### src/rtl/hub75_bcm_driver.sv
// HUB75 row-pair driver: binary-coded modulation over COLOR_BITS planes per channel.
// Optional feature: define HUB75_BRIGHTNESS_EN to add a per-frame 8-bit brightness input.
module hub75_bcm_driver #(
  parameter int NUM_COLS    = 64,
  parameter int SCAN_RATE   = 32,
  parameter int COLOR_BITS  = 3,
  parameter int BASE_PERIOD = 100
) (
  input  logic                                   clk_in,
  input  logic                                   rst_in,
`ifdef HUB75_BRIGHTNESS_EN
  input  logic [7:0]                             brightness,
`endif
  input  logic [NUM_COLS-1:0][3*COLOR_BITS-1:0]  column_data0,
  input  logic [NUM_COLS-1:0][3*COLOR_BITS-1:0]  column_data1,
  input  logic [$clog2(SCAN_RATE)-1:0]           row_addr_in,
  input  logic                                   tvalid,
  output logic                                   tready,
  output logic [2:0]                             rgb0,
  output logic [2:0]                             rgb1,
  output logic [$clog2(SCAN_RATE)-1:0]           led_addr,
  output logic                                   led_clk,
  output logic                                   led_latch,
  output logic                                   led_output_enable
);

  localparam int PW     = 3 * COLOR_BITS;
  localparam int XW     = (NUM_COLS > 1) ? $clog2(NUM_COLS) : 1;
  localparam int PLW    = (COLOR_BITS > 1) ? $clog2(COLOR_BITS) : 1;
  localparam int CW_RAW = $clog2(BASE_PERIOD << (COLOR_BITS - 1));
  localparam int CW     = (CW_RAW < 1) ? 1 : CW_RAW;

  typedef enum logic [1:0] {IDLE, SHIFT, LATCH, DISPLAY} state_t;

  state_t                       state;
  logic [NUM_COLS-1:0][PW-1:0]  data0_q, data1_q;
  logic [XW-1:0]                pix;
  logic [PLW-1:0]               plane;
  logic [CW-1:0]                cnt;
  logic [CW-1:0]                win_last;
  logic                         lit_next;

  // Pick {B,G,R} of one plane for one pixel; channel c plane b sits at c*COLOR_BITS+b.
  function automatic logic [2:0] plane_bits(input logic [NUM_COLS-1:0][PW-1:0] d,
                                            input logic [XW-1:0] p,
                                            input logic [PLW-1:0] b);
    logic [PW-1:0] px;
    px = d[p] >> b;
    return {px[2*COLOR_BITS], px[COLOR_BITS], px[0]};
  endfunction

  assign tready   = (state == IDLE);
  assign win_last = CW'((BASE_PERIOD << plane) - 1);

`ifdef HUB75_BRIGHTNESS_EN
  logic [7:0]    bright_q;
  logic [CW-1:0] cnt_next;
  logic [31:0]   lit_len;
  // Lit portion sits at the start of each window; the window length itself never changes.
  assign cnt_next = (state == DISPLAY) ? cnt + CW'(1) : '0;
  assign lit_len  = ((32'(BASE_PERIOD) << plane) * 32'(bright_q)) >> 8;
  assign lit_next = 32'(cnt_next) < lit_len;
`else
  assign lit_next = 1'b1;
`endif

  always_ff @(posedge clk_in) begin
    if (rst_in) begin
      state             <= IDLE;
      rgb0              <= '0;
      rgb1              <= '0;
      led_clk           <= 1'b0;
      led_latch         <= 1'b0;
      led_output_enable <= 1'b1;
      led_addr          <= '0;
      plane             <= '0;
      pix               <= '0;
      cnt               <= '0;
      data0_q           <= '0;
      data1_q           <= '0;
`ifdef HUB75_BRIGHTNESS_EN
      bright_q          <= '0;
`endif
    end else begin
      case (state)
        IDLE: begin
          rgb0              <= '0;
          rgb1              <= '0;
          led_clk           <= 1'b0;
          led_latch         <= 1'b0;
          led_output_enable <= 1'b1;
          if (tvalid) begin
            data0_q  <= column_data0;
            data1_q  <= column_data1;
            led_addr <= row_addr_in;
`ifdef HUB75_BRIGHTNESS_EN
            bright_q <= brightness;
`endif
            // First pixel is presented straight from the inputs so shifting starts next cycle.
            rgb0     <= plane_bits(column_data0, XW'(0), PLW'(0));
            rgb1     <= plane_bits(column_data1, XW'(0), PLW'(0));
            plane    <= '0;
            pix      <= '0;
            cnt      <= '0;
            state    <= SHIFT;
          end
        end
        SHIFT: begin
          // led_clk doubles as the phase bit: low = data set up, high = panel samples.
          if (!led_clk) begin
            led_clk <= 1'b1;
          end else begin
            led_clk <= 1'b0;
            if (pix == XW'(NUM_COLS - 1)) begin
              led_latch <= 1'b1;
              rgb0      <= '0;
              rgb1      <= '0;
              state     <= LATCH;
            end else begin
              pix  <= pix + XW'(1);
              rgb0 <= plane_bits(data0_q, pix + XW'(1), plane);
              rgb1 <= plane_bits(data1_q, pix + XW'(1), plane);
            end
          end
        end
        LATCH: begin
          led_latch         <= 1'b0;
          cnt               <= '0;
          led_output_enable <= !lit_next;
          state             <= DISPLAY;
        end
        DISPLAY: begin
          if (cnt == win_last) begin
            led_output_enable <= 1'b1;
            if (plane == PLW'(COLOR_BITS - 1)) begin
              state <= IDLE;
            end else begin
              plane <= plane + PLW'(1);
              pix   <= '0;
              rgb0  <= plane_bits(data0_q, XW'(0), plane + PLW'(1));
              rgb1  <= plane_bits(data1_q, XW'(0), plane + PLW'(1));
              state <= SHIFT;
            end
          end else begin
            cnt               <= cnt + CW'(1);
            led_output_enable <= !lit_next;
          end
        end
        default: state <= IDLE;
      endcase
    end
  end

  // Panel safety: never clock and latch together, never light outside a display window.
  always_ff @(posedge clk_in) begin
    if (!rst_in) begin
      assert (!(led_clk && led_latch) && (led_output_enable || state == DISPLAY));
    end
  end

endmodule
### config.mk
export PLATFORM = sky130hd
export DESIGN_NAME = hub75_bcm_driver
export DESIGN_NICKNAME = d
export VERILOG_FILES = /design/src/rtl/hub75_bcm_driver.sv
export SDC_FILE = /design/constraint.sdc
export NUM_CORES = 2
export LEC_CHECK = 0
export CORE_AREA = 3 3 457 459
export DETAILED_ROUTE_END_ITERATION = 10
export DIE_AREA = 0 0 460 462
export PLACE_DENSITY = 0.47
export SLEW_MARGIN = 5
export SYNTH_ARGS = -nofsm -noshare
export SYNTH_HDL_FRONTEND = slang
export SYNTH_SLANG_ARGS = --single-unit
### constraint.sdc
create_clock -name clk_in -period 5.98 [get_ports clk_in]
set_clock_uncertainty 0.2 [all_clocks]
set_input_delay 0.598 -clock clk_in [delete_from_list [all_inputs] [get_ports clk_in]]
set_output_delay 0.598 -clock clk_in [all_outputs]
set_load 0.01 [all_outputs]
* After elaboration in Yosys (flattened, before gate mapping)
Index checks and enable logic that the tools add are counted.
Storage, ports and cells: bits in registers 1185, bits of input ports 1160, output and inout port bits 15, word-level logic and storage cells 217
Operators by class: $add $sub $neg 4, magnitude comparators 1, equal/unequal tests 13, shift operators 5, muxes and demuxes 42, reduce and logical (&&, ||, !) cells 14
Operators by type and width (number):
- $bmux 9 s6 | 2
- $mux 9 | 4
- $shr 9x2->7 | 4
- $mux 3 | 10
- $mux 6 | 5
- $pmux 9 s3 | 1
- $pmux 3 s3 | 2
- $pmux 6 s3 | 1
- $mux 2 | 7
- $ne 2x2->1 const B | 7
- $reduce_and 4->1 | 3
- $add 9x1->9 const B | 1
- $eq 9x9->1 | 1
- $shl 7x2->9 const A | 1
- $sub 9x2->9 const B | 1
- $pmux 2 s4 | 1
- $lt 6x7->1 const B | 1
- $add 6x1->6 const B | 1
- $eq 2x2->1 const B | 3
- $eq 6x6->1 const B | 1
- $reduce_and 3->1 | 2
- $reduce_and 6->1 | 1
- $reduce_bool 2->1 | 3
- $reduce_bool 3->1 | 2
- 9 further kinds | 14

* Depth between registers and ports, before layout
depth after elaboration 7, gate-level depth with buffers 13, depth with buffers taken out 11

* Least setup slack after synthesis
Ideal clock, no wire load.
kind flip-flop to flip-flop, start point reg plane[0], end point reg rgb1[1], setup time 132 ps, arrival 2914 ps, data required time 5648 ps, slack 2734 ps, cell stages (with the launch flop) 13, path buffers 3, period minus slack after synthesis 3246 ps, cells stage by stage dfxtp_1 clkbuf_1 clkinv_1 ha_1 buf_2 xnor2_1 o211ai_1 o31ai_4 and2_0 clkbuf_1 nand4_1 nor4_1 a211oi_1
Between the ends: longest elaborated chain between the ends 5, elaborated cells on any way between the ends 15, classes of those cells add/sub: 2; eq/ne: 4; shift: 3; mux: 5; reduce/logical: 1
RTL lines:
- start, declared | RTL line 38 | logic [PLW-1:0] plane;
- start signal, assigned | RTL line 138 | plane <= plane + PLW'(1);
- $shl 7x2->9 / $add 2x1->2 (equally long branches) | RTL line 53, 141
- $sub 9x2->9 / $shr 9x2->7 (equally long branches) | RTL line 53, 48
- $eq 9x9->1 / $mux 3 (equally long branches) | RTL line 133, 135
- $ne 2x2->1 (no line) / $mux 3 (equally long branches)
- $reduce_and 4->1 (no line) / $pmux 3 s3 (equally long branches)
- end signal, assigned | RTL line 101 | rgb1 <= plane_bits(column_data1, XW'(0), PLW'(0));
- end signal, assigned | RTL line 122 | rgb1 <= plane_bits(data1_q, pix + XW'(1), plane);
- end signal, assigned | RTL line 141 | rgb1 <= plane_bits(data1_q, XW'(0), plane + PLW'(1));
- end, declared | RTL line 20 | output logic [2:0] rgb1,
Parallel ways exist; a longest one is shown, timed or not. The select of a mux whose other input is x is not followed. A chain may end at the register's enable or synchronous reset.

* Worst setup path after layout
start point reg pix[0], end point reg rgb0[1]
Between the ends: longest elaborated chain between the ends 7, elaborated cells on any way between the ends 8, classes of those cells add/sub: 1; eq/ne: 1; shift: 1; mux: 5
RTL lines:
- start, declared | RTL line 37 | logic [XW-1:0] pix;
- start signal, assigned | RTL line 120 | pix <= pix + XW'(1);
- $add 6x1->6 | RTL line 121 | rgb0 <= plane_bits(data0_q, pix + XW'(1), plane);
- $bmux 9 s6 | RTL line 48 | px = d[p] >> b;
- $mux 9 (not written as such) | RTL line 48
- $shr 9x2->7 | RTL line 48
- $mux 3 * | RTL line 114 | if (pix == XW'(NUM_COLS - 1)) begin
- $mux 3 * | RTL line 110 | if (!led_clk) begin
- $pmux 3 s3 * | RTL line 85 | case (state)
- end signal, assigned | RTL line 100 | rgb0 <= plane_bits(column_data0, XW'(0), PLW'(0));
- end signal, assigned | RTL line 121
- end signal, assigned | RTL line 140 | rgb0 <= plane_bits(data0_q, XW'(0), plane + PLW'(1));
- end, declared | RTL line 19 | output logic [2:0] rgb0,
Every way passes the cells marked *; elsewhere a longest branch is shown, timed or not. The select of a mux whose other input is x is not followed.

==> flow_summary_export.csv <==
group,metric,value,unit
clock_tree,cts_sinks,1185,
final_layout,nets,8178,
detailed_routing,drt-vias-per-instance,4.93,
global_route,grt.total_usage,23.1,%
clock_tree,worstSkewPairLatency,0.80,ns
synthesis,syn_avg_cell_area,8.35,sq um
final_layout,layout_commonest_cell,"nand2_1",
global_route,grt_antenna_before_repair,117,
detailed_routing,drt-pass1-iter-count,5,
clock_tree,clk_path_buf_depth,3,
critical_path,reg2reg_depth,10,
worst_hold_path,hp-start,"rst_in",
sta,fin_ws,1.01,ns
placed_design,io_buffer_count,1174,
sta,hold_viol_final,0,
sta,finalSetupViolations,0,
synthesis,synthFlopType,"dfxtp_1",
clock_tree,cts_max_level,4,
placed_design,dp_hpwl,192,mm
synthesis,synth_cells,6114,
power,leakagePower,24.6,nW
critical_path,crit_type,"reg -> reg",
global_route,grt_max_degree,213,
synthesis,ys_ff_latch,1185,
global_route,grt.overflow.total,0,
floorplanning,die_y,462,um
sta,finalCritPeriodShare,83.1,%
clock_tree,path_clk_slew,0.06,ns
sta,tightest_slew,1.45,ns
power,vdd_ir_drop_max,327,uV
placed_design,gp_congestion,0.875,
critical_path,crit_path_end_kind,"register",
synthesis,yosys-top-cells-area,"dfxtp_1, nand2_1, mux4_2",
synthesis,yosysSeqAreaShare,46.5,%
global_route,grt_pass1_wl,354,mm
clock_tree,clockRootBuffer,"clkbuf_16",
floorplanning,ios,1175,
critical_path,worstSetupStartpointType,"register",
worst_hold_path,worstHoldPathCells,2,
critical_path,required,6.45,ns
floorplanning,start_util,24.9,%
clock_tree,cts_resized,0,
synthesis,ys_warn_count,0,
synthesis,synth.distinct_cells,76,
sta,rsz0062_at_grt,"false",
synthesis,synthesis.nets,7287,
worst_hold_path,hold_class,"in -> reg",
global_route,busiest_layer,"met2",
floorplanning,num_rows,166,
detailed_routing,drc,0,
worst_hold_path,hold_end,"data1_q[353]",
clock_tree,cts_tree,"yes",
floorplanning,die_w,460,um
status,status,"completed",
critical_path,worstPathArrival,5.44,ns
critical_path,r2r_slack,1.01,ns
synthesis,synth_top_area_cell,"dfxtp_1",
final_layout,final_layout_size_suffix_gt1_share,8.74,%
synthesis,yosys.area.top_type_share,46.5,%
clock_tree,hold_buffers,0,
sta,fmax,201,MHz
detailed_routing,wirelength,256,mm
global_route,grt_util_met2,36.9,%
floorplanning,die_area,213000,sq um
floorplanning,core,205000,sq um
sta,slew_headroom,2.88,%
final_layout,layout_common_cells,"nand2_1, a21oi_1, dfxtp_1, clkdlybuf4s50_1, mux4_2",
synthesis,synth_area,51000,sq um
sta,final_max_slew_viol_count,0,
clock_tree,cts_buffers,146,
power,power_density,412,nW/um^2
placed_design,dp_slack,1.12,ns
flow_run,drv_cap,0,
detailed_routing,wl_per_cell,26.0,um
global_route,gr-usage-met1,29.8,%
critical_path,r2r-start,"pix[0]",
synthesis,synth-async-reset-ratio,0,%
sta,finalSetupTns,0,ns
global_route,use_met3,6.39,%
critical_path,path_max_fanout,52,
global_route,grt_pass1_vias,47773,
synthesis,synth_enable_flop_cells,0,
detailed_routing,antenna_left,0,
final_layout,area_growth_syn_to_layout,37.0,%
critical_path,r2r_end,"rgb0[1]",
detailed_routing,vias,48616,
detailed_routing,first_iter_violations,4438,
clock_tree,cts_setup_buffers,0,
sta,min_period,4.97,ns
-- report_power, final --
part / switching (mW) / internal (mW)
clock: 3.68 / 5.18
combinational: 5.67 / 3.64
sequential: 1.12 / 9.50
total: 10.5 / 18.3
-- sequential cells by signal, indices dropped and copies added (netlist names) --
signal             cells
led_addr               5
plane                  2
rgb1                   3
data1_q              576
cnt                    9
led_clk                1
pix                    6
data0_q              576
led_output_enable      1
rgb0                   3
led_latch              1
state                  2
-- cells by family after synthesis --
| family | count (synthesis) | synth area share (%) |
|---|---|---|
| muxes | 330 | 14.0 |
| AOI/OAI and AO/OA | 1323 | 13.7 |
| xor gates and xnor gates | 20 | 0.417 |
| buffers and inverters | 522 | 4.44 |
| and+or+nand+nor | 2721 | 20.6 |
| adders and majority gates | 13 | 0.319 |
| DFF | 1185 | 46.5 |
-- critical path: stages, from the launching register on --
cell,delay [ns]
dfxtp_4,0.77
ha_4,0.37
xor2_4,0.53
buf_12,0.35
mux4_2,0.55
nor2b_1,0.14
a2111oi_1,1.25
buf_4,0.31
nor3_1,0.06
o21ai_1,0.14
a31oi_1,0.10
-- routing by layer --
layer | vias up | wire [um]
met5 | - | 506
met1 | 23777 | 109000
met2 | 1841 | 118000
met3 | 367 | 20600
met4 | 74 | 7870
li1 | 22557 | -
-- synthesized netlist by cell type, drive strengths merged, types with 8 or more instances --
master   instances
nand3           54
o21ai           14
a311oi           8
nor3            16
o31ai            8
ha              13
mux2i           23
nand4           26
a21boi          15
a21oi         1191
buf            104
nand2         2485
a2111oi         13
nor2            89
o22ai           13
nor2b           10
mux4           302
clkbuf         407
xor2             9
inv              9
and3            16
xnor2           11
dfxtp         1185
-- through the flow --
step / util, % / area (sq um) / power [mW] / instances / hold slack [ns]
final: 34.1 / 69900 / 28.8 / 9859 / 0.0486
after global routing: 34.1 / 69900 / 30.3 / 9837 / 0.0682
after CTS: 34.1 / 69800 / 29.1 / 9808 / 0.0360
after detailed placement: 31.8 / 65100 / 20.2 / 9545 / 0.243
after global placement: 31.8 / 65100 / 20.1 / 9544 / 0.239
after floorplan: - / 51000 / 16.3 / 6114 / 0.232
-- area by class of cell --
type                    instances  area, sq um
fillers                     21431       135000
multi-input cells            4407        25200
flip-flops and latches       1185        23700
repair buffers               1254        12700
clock buffers                 226         4300
well taps                    2688         3360
clock inverters                37          438
diodes                         51          128
inverters                      11         41.3
-- worst max path at each step --
stage	from	endpoint	slack (ns)	depth (start not counted)
3_5_place_dp	pix[0]	rgb0[1]	1.12	10
3_3_place_gp	pix[0]	rgb0[1]	1.09	10
6_report	pix[0]	rgb0[1]	1.01	10
4_1_cts	pix[0]	rgb0[1]	1.03	10
2_1_floorplan	plane[0]	rgb1[1]	2.73	12
5_1_grt	pix[0]	rgb0[1]	0.86	10
(Power assumes the default switching activity.)
